$ cat config.mk
export PLATFORM = sky130hd
export DESIGN_NAME = seq_match_scheduler
export DESIGN_NICKNAME = d
export VERILOG_FILES = /design/src/rtl/seq_match_scheduler.sv
export SDC_FILE = /design/constraint.sdc
export NUM_CORES = 1
export LEC_CHECK = 0
export CORE_ASPECT_RATIO = 0.75
export CORE_UTILIZATION = 51
export CTS_BUF_LIST = sky130_fd_sc_hd__clkbuf_16
export CTS_CLUSTER_SIZE = 28
export DETAILED_ROUTE_END_ITERATION = 6
export GPL_TIMING_DRIVEN = 0
export PLACE_DENSITY = 0.85
export SLEW_MARGIN = 20
export SYNTH_ARGS = -nofsm -noshare
export SYNTH_HDL_FRONTEND = slang
export SYNTH_SLANG_ARGS = --single-unit
$ cat constraint.sdc
create_clock -name clk -period 4.48 [get_ports clk]
set_clock_uncertainty 0.2 [all_clocks]
set_input_delay 0.896 -clock clk [delete_from_list [all_inputs] [get_ports clk]]
set_output_delay 0.896 -clock clk [all_outputs]
set_load 0.05 [all_outputs]
$ cat src/rtl/seq_match_scheduler.sv
// Round-robin arbiter that time-shares one bit-serial 1011 detector among NREQ requesters.
// Each granted word is cleared into the detector, shifted MSB-first, and its hit count is returned.
module seq_match_scheduler #(
  parameter int NREQ  = 4,
  parameter int IDW   = 2,
  parameter int NBITS = 8,
  parameter int CW    = 4
) (
  input  logic                  clk,
  input  logic                  reset,
  input  logic [NREQ-1:0]       req,
  input  logic [NREQ*NBITS-1:0] req_data,
  output logic [NREQ-1:0]       ack,
  output logic                  busy,
  output logic                  done,
  output logic [IDW-1:0]        done_id,
  output logic [CW-1:0]         match_cnt,
  output logic                  hit,
  output logic                  det_bit,
  output logic                  det_reset,
  input  logic                  det_seen
);
  localparam int BCW = $clog2(NBITS + 1);
  localparam logic [CW-1:0] CMAX = '1;

  typedef enum logic [2:0] {S_IDLE, S_CLR, S_SHIFT, S_DRAIN, S_DONE} state_t;

  state_t           state, state_nx;
  logic [IDW-1:0]   rr_ptr, gnt, sel;
  logic             found;
  logic [NBITS-1:0] shreg, word_sel;
  logic [BCW-1:0]   bitcnt;
  logic [CW-1:0]    cnt, cnt_nx;
  logic             sample;

  // Two priority passes: first requesters at/after rr_ptr, then the wrapped-around ones.
  always_comb begin
    found = 1'b0;
    sel   = '0;
    for (int j = 0; j < NREQ; j++)
      if (!found && req[j] && IDW'(j) >= rr_ptr) begin
        found = 1'b1;
        sel   = IDW'(j);
      end
    for (int j = 0; j < NREQ; j++)
      if (!found && req[j]) begin
        found = 1'b1;
        sel   = IDW'(j);
      end
  end

  always_comb begin
    word_sel = '0;
    for (int k = 0; k < NREQ; k++)
      if (sel == IDW'(k)) word_sel = req_data[k*NBITS +: NBITS];
  end

  // det_seen lags det_bit by one cycle, so the first SHIFT sample still shows the CLR state.
  assign sample = (state == S_SHIFT && bitcnt != '0) || state == S_DRAIN;
  assign cnt_nx = (sample && det_seen && cnt != CMAX) ? cnt + CW'(1) : cnt;

  always_ff @(posedge clk)
    if (reset) state <= S_IDLE;
    else       state <= state_nx;

  always_comb begin
    state_nx  = state;
    busy      = 1'b0;
    done      = 1'b0;
    det_bit   = 1'b0;
    det_reset = reset;
    case (state)
      S_IDLE:  if (found) state_nx = S_CLR;
      S_CLR: begin
        busy      = 1'b1;
        det_reset = 1'b1;
        state_nx  = S_SHIFT;
      end
      S_SHIFT: begin
        busy    = 1'b1;
        det_bit = shreg[NBITS-1];
        if (bitcnt == BCW'(NBITS - 1)) state_nx = S_DRAIN;
      end
      S_DRAIN: begin
        busy     = 1'b1;
        state_nx = S_DONE;
      end
      S_DONE: begin
        busy     = 1'b1;
        done     = 1'b1;
        state_nx = S_IDLE;
      end
      default: state_nx = S_IDLE;
    endcase
  end

  assign ack = done ? (NREQ'(1) << gnt) : '0;

  always_ff @(posedge clk)
    if (reset) begin
      rr_ptr    <= '0;
      gnt       <= '0;
      shreg     <= '0;
      bitcnt    <= '0;
      cnt       <= '0;
      done_id   <= '0;
      match_cnt <= '0;
      hit       <= 1'b0;
    end else begin
      case (state)
        S_IDLE: if (found) begin
          shreg  <= word_sel;
          gnt    <= sel;
          cnt    <= '0;
          bitcnt <= '0;
        end
        S_SHIFT: begin
          shreg  <= shreg << 1;
          bitcnt <= bitcnt + BCW'(1);
          cnt    <= cnt_nx;
        end
        // Results land at the end of DRAIN so they are valid alongside done.
        S_DRAIN: begin
          cnt       <= cnt_nx;
          done_id   <= gnt;
          match_cnt <= cnt_nx;
          hit       <= (cnt_nx != '0);
        end
        S_DONE: rr_ptr <= (gnt == IDW'(NREQ - 1)) ? '0 : gnt + IDW'(1);
        default: ;
      endcase
    end
endmodule
* Word-level counts from Yosys, hierarchy flattened
Cells that the tools add are included. Widths: inputs -> output; s select.
Storage, ports and cells: register bits after elaboration 30, word-level logic and storage cells 97
Cells by class: muxes and demuxes 34, $add $sub $neg 3, shift operators 1, equality and inequality tests 12, reduce and logical (&&, ||, !) cells 34, $lt $le $gt $ge 4
Operators by type and width (number):
- $mux 8 | 5
- $pmux 4 s2 | 2
- $pmux 8 s2 | 1
- $logic_and 1x1->1 | 14
- $mux 2 | 7
- $mux 1 | 13
- $mux 4 | 3
- $pmux 3 s4 | 1
- $add 4x1->4 const B | 2
- $reduce_and 2->1 | 4
- $reduce_bool 4->1 | 2
- $logic_not 1->1 | 7
- $eq 2x2->1 const B | 3
- $eq 3x2->1 const B | 2
- $mux 3 | 2
- $eq 4x3->1 const B | 1
- $ge 1x2->1 const A | 2
- $ge 2x2->1 const A | 2
- $ne 4x4->1 const B | 1
- $reduce_bool 2->1 | 2
- $reduce_or 4->1 | 1
- $shl 1x2->4 const A | 1
- $eq 3x1->1 const B | 1
- $eq 3x3->1 const B | 1
- 8 further kinds | 8

* Depth between registers and ports, before layout
Gate-level depths: netlist of run 1.
depth after elaboration 34, depth in mapped cells 7

* Worst setup path before layout of run 1
Ideal clock, no wire load.
kind register to output, start reg state[2], end out ack[0], slack 1.490 ns, stages on the path, launching flop included 4, arrival 1.894 ns, cell sequence dfxtp_1 -> buf_2 -> nor3b_2 -> and2_1
On the way: cells in the longest elaborated chain, start to end 3
RTL lines:
- start, declared | line 28 | state_t state, state_nx;
- start signal, assigned | line 64 | else state <= state_nx;
- $eq 3x3->1 | line 72 | case (state)
- $mux 1 | line 72
- via done | line 15 | output logic done,
- $mux 4 | line 97 | assign ack = done ? (NREQ'(1) << gnt) : '0;
- end, declared | line 13 | output logic [NREQ-1:0] ack,
The timed path passes the listed nets, and every way through them passes these cells.

* Worst setup path in the final report of run 1
start in reset, end out det_reset
On the way: cells in the longest elaborated chain, start to end 1
RTL lines:
- start, declared | line 10 | input logic reset,
- $mux 1 | line 72
- end, declared | line 20 | output logic det_reset,
Every way passes these cells.

==> results.toml, run 1 <==
[timing]
hold_violations = 0
setup_viol = 0
max_slew_margin = 0.5062
setup_tns_ns = 0
timing.fmax_mhz = 243.0
final.period_utilization = 0.9186
tightest_slew_ns = 0.7350
post-route-min-period_ns = 4.115
rsz0062_at_grt = "false"
drv_slew = 0

[worst_setup_path]
arrival_ns = 3.02
cpMaxStageDelayCell = "clkdlybuf4s50_1"
slowest_delay_ns = 0.85
reg2reg_slack_ns = 2.33
crit_path_start_kind = "primary input"
required_ns = 3.38
path_class = "primary input to output pin"
critPathMaxFanout = 10
cpMostUsedCell = "clkdlybuf4s50_1"
crit_chain = "clkdlybuf4s50_1, clkbuf_1, inv_1, o31ai_1, clkdlybuf4s50_1"
endpoint_kind = "output pin"

[global_routing]
track_usage = 0.2678
antenna_found_initial = 0
grt_start_max_net_pins = 11
grt_pass1_wl_um = 7928
grt.overflow.total = 0
grt_pass1_vias = 1732

[floorplanning]
die_width_um = 72.63
io_pins = 54
dieArea_mm2 = 0.003992
rows = 18
fp.dieH_um = 54.97
start_util = 0.5574
fp.coreArea_mm2 = 0.003423

[logic_synthesis]
synth_xor_area_frac = 0.01836
syn_nets = 283
ys_seq_area_frac = 0.3148
synth-main-ff-cell = "dfxtp_1"
ys_seq_elements = 30
synthAdderAreaFrac = 0.04590
synthArstFlopShare = 0
synthMuxAreaShare = 0.02098
syn_avg_cell_area_um2 = 8.051
ys_types = 54
synth_compound_area_frac = 0.2367
synthCells = 237
synth-simple-area-share = 0.3056
yosysWarnings = 0
synth.cell_area_mm2 = 0.001908
synth-edff-count = 0
synth_top_family_by_area = "simple AND/OR/NAND/NOR gates"

[route]
first_iter_violations = 143
drc = 0
drt_wl_total_um = 5217
final_antenna_net_count = 0
wl_per_cell_um = 14.99
route.vias.total = 2042
vias_per_cell = 5.868
firstDrtPassIters = 4

[placement]
gp_congestion = 0.8437
dp_hpwl_um = 3952
numPortBuffers = 53

[layout]
finish.utilization = 0.7705
syn_to_final_growth_pct = 38.23
multi_input_area_mm2 = 0.001197
diodes = 0
num-fill-cells = 274
regArea_um2 = 600.6
fin_nets = 343
drive_above_1_share = 0.09732

[clock_tree]
ctsLongestPathBuffers = 2
cts_resized = 0
hold_buffers = 0
clk_root_buffer_cell = "clkbuf_16"
cts_setup_buffers = 0
cts_num_sinks = 30
cts-buffers-inserted = 5
path_clk_slew_ns = 0.05
htreeDepth = 2
worstSkewPairLatency_ns = 0.27
cts_tree = "built"

[power_and_ir_drop]
ir_drop_mv = 0.2489
p_leak_nw = 0.9793
p_per_area_mw_per_mm2 = 388.7

[min_path]
hold_class = "flip-flop to flip-flop"

[run_status]
status = "completed"

[run]
cap_violations = 0
[flip-flops by register name, indices dropped and copies added, names as in the netlist]
name / cells
hit: 1
done_id: 2
match_cnt: 4
cnt: 4
shreg: 8
bitcnt: 4
state: 3
rr_ptr: 2
gnt: 2
[per-stage QoR]
| step | std cells | instance area (um2) | total power [mW] | hold WS (ns) | setup WS (ns) |
|---|---|---|---|---|---|
| 3_3_place_gp | 340 | 2501 | 0.7073 | 0.2502 | 0.3892 |
| 3_5_place_dp | 340 | 2501 | 0.7142 | 0.2511 | 0.3934 |
| 5_1_grt | 348 | 2638 | 1.075 | 0.2761 | 0.2683 |
| 4_1_cts | 348 | 2638 | 1.023 | 0.2647 | 0.3762 |
| 6_report | 348 | 2638 | 1.025 | 0.2634 | 0.3648 |
| 2_1_floorplan | 237 | 1908 | 0.5986 | 0.2701 | 1.490 |
[worst max-delay path, delay by kind of cell]
kind | cells | cell delay [ns]
AO/OA/AOI/OAI | 1 | 0.11
buffers and inverters | 4 | 2.01
[path summary, 6_finish.rpt]
kind	startpoint	end	cells past startpoint
max	reset	det_reset	5
min	done_id[0]	done_id[0]	2
max reg2reg	state[0]	shreg[5]	6
min reg2reg	done_id[0]	done_id[0]	2
[synthesized netlist by cell type (2+ instances only)]
library cell   n  area share
ha_1           7       0.046
a221oi_1       6       0.028
nor3_2         2       0.010
nand3_1        4       0.010
nand2b_1       3      0.0098
o21a_1         2      0.0079
and2_1         4       0.013
nor2b_1        2      0.0066
xnor2_1        2      0.0092
buf_2          7       0.018
clkbuf_1       4      0.0079
o21ai_0       11       0.029
nand4_1        3      0.0098
xor2_1         2      0.0092
or3b_2         2      0.0092
nor3_1        16       0.042
and3_1         9       0.030
a311oi_1       4       0.018
nand2_1       19       0.037
a211oi_1       7       0.028
or2b_1         2      0.0079
dfxtp_1       30        0.31
a21oi_1       16       0.042
nor2_1        26       0.051
inv_1          9       0.018
buf_4          2      0.0079
mux2i_1        4       0.021
o32ai_1        6       0.028
[final cells by class]
| cell class | count | area share |
|---|---|---|
| clock inverters | 3 | 0.004269 |
| well taps | 50 | 0.02372 |
| flip-flops and latches | 30 | 0.2277 |
| plain buffers | 14 | 0.02894 |
| inverters | 9 | 0.01281 |
| clock buffers | 5 | 0.04744 |
| multi-input cells | 184 | 0.4540 |
| repair buffers | 53 | 0.2011 |
[placed cells by master (no fill, tap or decap), types with 5 or more instances in the layout]
master,count
a211oi_1,7
a21oi_1,16
a221oi_1,6
and3_1,9
buf_2,7
clkbuf_16,5
clkdlybuf4s50_1,53
dfxtp_1,30
ha_1,7
inv_1,9
nand2_1,19
nor2_1,26
nor3_1,16
o21ai_0,11
o32ai_1,6
[logic make-up (layout without fill, tap and decap cells)]
family,after synthesis,in the layout
buffers and inverters,23,84
xor gates and xnor gates,4,4
AOI/OAI and AO/OA,63,63
and+or+nand+nor,106,106
DFF,30,30
muxes,4,4
adders and majority gates,7,7
[report_power, final]
group	internal [mW]	switching, mW
Sequential	0.304	0.0251
Clock	0.199	0.109
Combinational	0.165	0.223
Total	0.668	0.357
[per-layer routing]
layer	global-route usage	part of all wire	vias to the layer above
li1	-	-	993
met1	0.3594	0.48	968
met2	0.4408	0.45	74
met3	0.05254	0.063	7
met4	0.08824	0.011	0
met5	0	0	-
(Power assumes the default switching activity.)
==> run 2, diff against run 1 <==
--- a/config.mk
+++ b/config.mk
@@ -12,6 +12,7 @@
 export DETAILED_ROUTE_END_ITERATION = 6
 export GPL_TIMING_DRIVEN = 0
 export PLACE_DENSITY = 0.85
+export SKIP_LAST_GASP = 1
 export SLEW_MARGIN = 20
 export SYNTH_ARGS = -nofsm -noshare
 export SYNTH_HDL_FRONTEND = slang
==> results of run 2 <==
Final layout, timing and power as in run 1 (identical DEF).
==> run 3, diff against run 2 <==
--- a/config.mk
+++ b/config.mk
@@ -6,12 +6,13 @@
 export NUM_CORES = 1
 export LEC_CHECK = 0
 export CORE_ASPECT_RATIO = 0.75
-export CORE_UTILIZATION = 51
+export CORE_UTILIZATION = 62
 export CTS_BUF_LIST = sky130_fd_sc_hd__clkbuf_16
 export CTS_CLUSTER_SIZE = 28
 export DETAILED_ROUTE_END_ITERATION = 6
+export DONT_BUFFER_PORTS = 1
 export GPL_TIMING_DRIVEN = 0
-export PLACE_DENSITY = 0.85
+export PLACE_DENSITY = 0.78
 export SKIP_LAST_GASP = 1
 export SLEW_MARGIN = 20
 export SYNTH_ARGS = -nofsm -noshare
==> results.toml, run 3 (same netlist as run 1, synthesis figures left out) <==
[run]
cap_violations = 0

[clock_tree]
cts_tree = "built"
clk_root_buffer_cell = "clkbuf_16"
htreeDepth = 2
cts-buffers-inserted = 5
hold_buffers = 0
path_clk_slew_ns = 0.05
cts_setup_buffers = 0
ctsLongestPathBuffers = 2
cts_num_sinks = 30
worstSkewPairLatency_ns = 0.27
cts_resized = 0

[layout]
largest_reg_flops = 8
syn_to_final_growth_pct = 10.23
drive_above_1_share = 0.1224
finish.utilization = 0.7165
diodes = 0
layout_common_cells = "dfxtp_1, nor2_1, nand2_1"
fin_area_mm2 = 0.002103
fin_nets = 290
num-fill-cells = 230
largest-register = "shreg"
mostFrequentLayoutCell = "dfxtp_1"

[worst_setup_path]
rr_worst_depth = 6
cpMaxStageDelayCell = "nor3b_4"
crit_chain = "buf_2, nor3b_4, and2_1"
required_ns = 3.38
crit_buf_inv = 1
slowest_delay_ns = 0.69
arrival_ns = 2.05
endpoint_kind = "output pin"
crit_family = "simple AND/OR/NAND/NOR gates"
r2r-end = "shreg[5]"
r2r_start = "state[0]"
critPathMaxFanout = 10
path_class = "flip-flop to output pin"
crit_path_start_kind = "flip-flop"
reg2reg_slack_ns = 2.29

[floorplanning]
die_width_um = 66.06
dieArea_mm2 = 0.003306
rows = 17
io_pins = 54
start_util = 0.6500
fp.coreArea_mm2 = 0.002935
fp.dieH_um = 50.05

[route]
top_layer = "met4"
vias_per_cell = 6.399
final_antenna_net_count = 0
wl_met3_um = 338
first_iter_violations = 72
drc = 0
drt_wl_total_um = 4597
route.vias.total = 1811
firstDrtPassIters = 4
route.met2.wl_um = 1954
drt-met1-wl_um = 2227
wl_per_cell_um = 16.24

[min_path]
hold_depth = 2
hold_end = "bitcnt[3]"
hp-start = "bitcnt[3]"
hold_class = "flip-flop to flip-flop"

[timing]
max_slew_margin = 0.3225
setup_tns_ns = 0
timing.fmax_mhz = 317.6
drv_slew = 0
hold_violations = 0
post-route-min-period_ns = 3.148
finalWorstSetupSlack_ns = 1.332
setup_viol = 0
rsz0062_at_grt = "false"
final.period_utilization = 0.7027
tightest_slew_ns = 1.010

[global_routing]
track_usage = 0.2997
grt_pass1_wl_um = 7465
grt_start_max_net_pins = 11
grt.overflow.total = 0
grt_pass1_vias = 1614
antenna_found_initial = 0

[placement]
pre_cts_slack_ns = 1.358
dp_hpwl_um = 3445
gp_congestion = 0.9326
dpl-instance-area_mm2 = 0.001961
numPortBuffers = 0

[run_status]
status = "completed"

[power_and_ir_drop]
combPwrFrac = 0.320
p_leak_nw = 0.7784
total_power_uw = 969.1
ir_drop_mv = 0.2712
p_per_area_mw_per_mm2 = 460.8
clkPwrFrac = 0.320
switching_power_uw = 348.6
power_switching_share = 0.3597
seq_power_share = 0.361
intPower_uw = 620.5
-- run 3: worst max-delay path by stage --
stage / end / start / slack (ns) / cells after the start
4_1_cts: ack[0] / state[2] / 1.06 / 3
6_report: ack[1] / state[2] / 1.33 / 3
3_5_place_dp: ack[0] / state[2] / 1.36 / 3
5_1_grt: ack[0] / state[2] / 1.23 / 3
2_1_floorplan: ack[0] / state[2] / 1.49 / 3
3_3_place_gp: ack[2] / state[2] / 1.39 / 3
-- run 3: power by group through the flow --
stage                     registers [mW]  logic, mW  clock network, mW
after floorplan                    0.347      0.252                  0
after global placement             0.352      0.291                  0
after detailed placement           0.354      0.303                  0
after CTS                          0.349      0.304              0.310
after global routing               0.354      0.340              0.324
final                              0.349      0.310              0.310
-- run 3: metal layers --
metal	GRT usage	vias up
met4	0.1206	0
met3	0.08333	12
met5	0	-
met2	0.4303	73
li1	-	884
met1	0.4177	842
-- run 3: area by class of cell --
type	count	area, um2	area share
multi-input combinational	184	1209	0.5747
sequential	30	600.6	0.2855
clock buffer	5	125.1	0.05949
buffer	14	76.32	0.03629
tap	38	47.55	0.02261
inverter	9	33.78	0.01606
clock inverter	3	11.26	0.005354
-- run 3: worst min-delay path: cells and delay by family (launching register included) --
kind / cells / cell delay, ns
simple gates: 1 / 0.08
compound gates: 1 / 0.05
flops: 1 / 0.34
-- run 3: stage by stage --
step	hold slack (ns)	cells
final	0.3269	283
after global routing	0.3626	283
after CTS	0.3274	283
after detailed placement	0.3177	275
after global placement	0.3019	275
after floorplan	0.2701	237
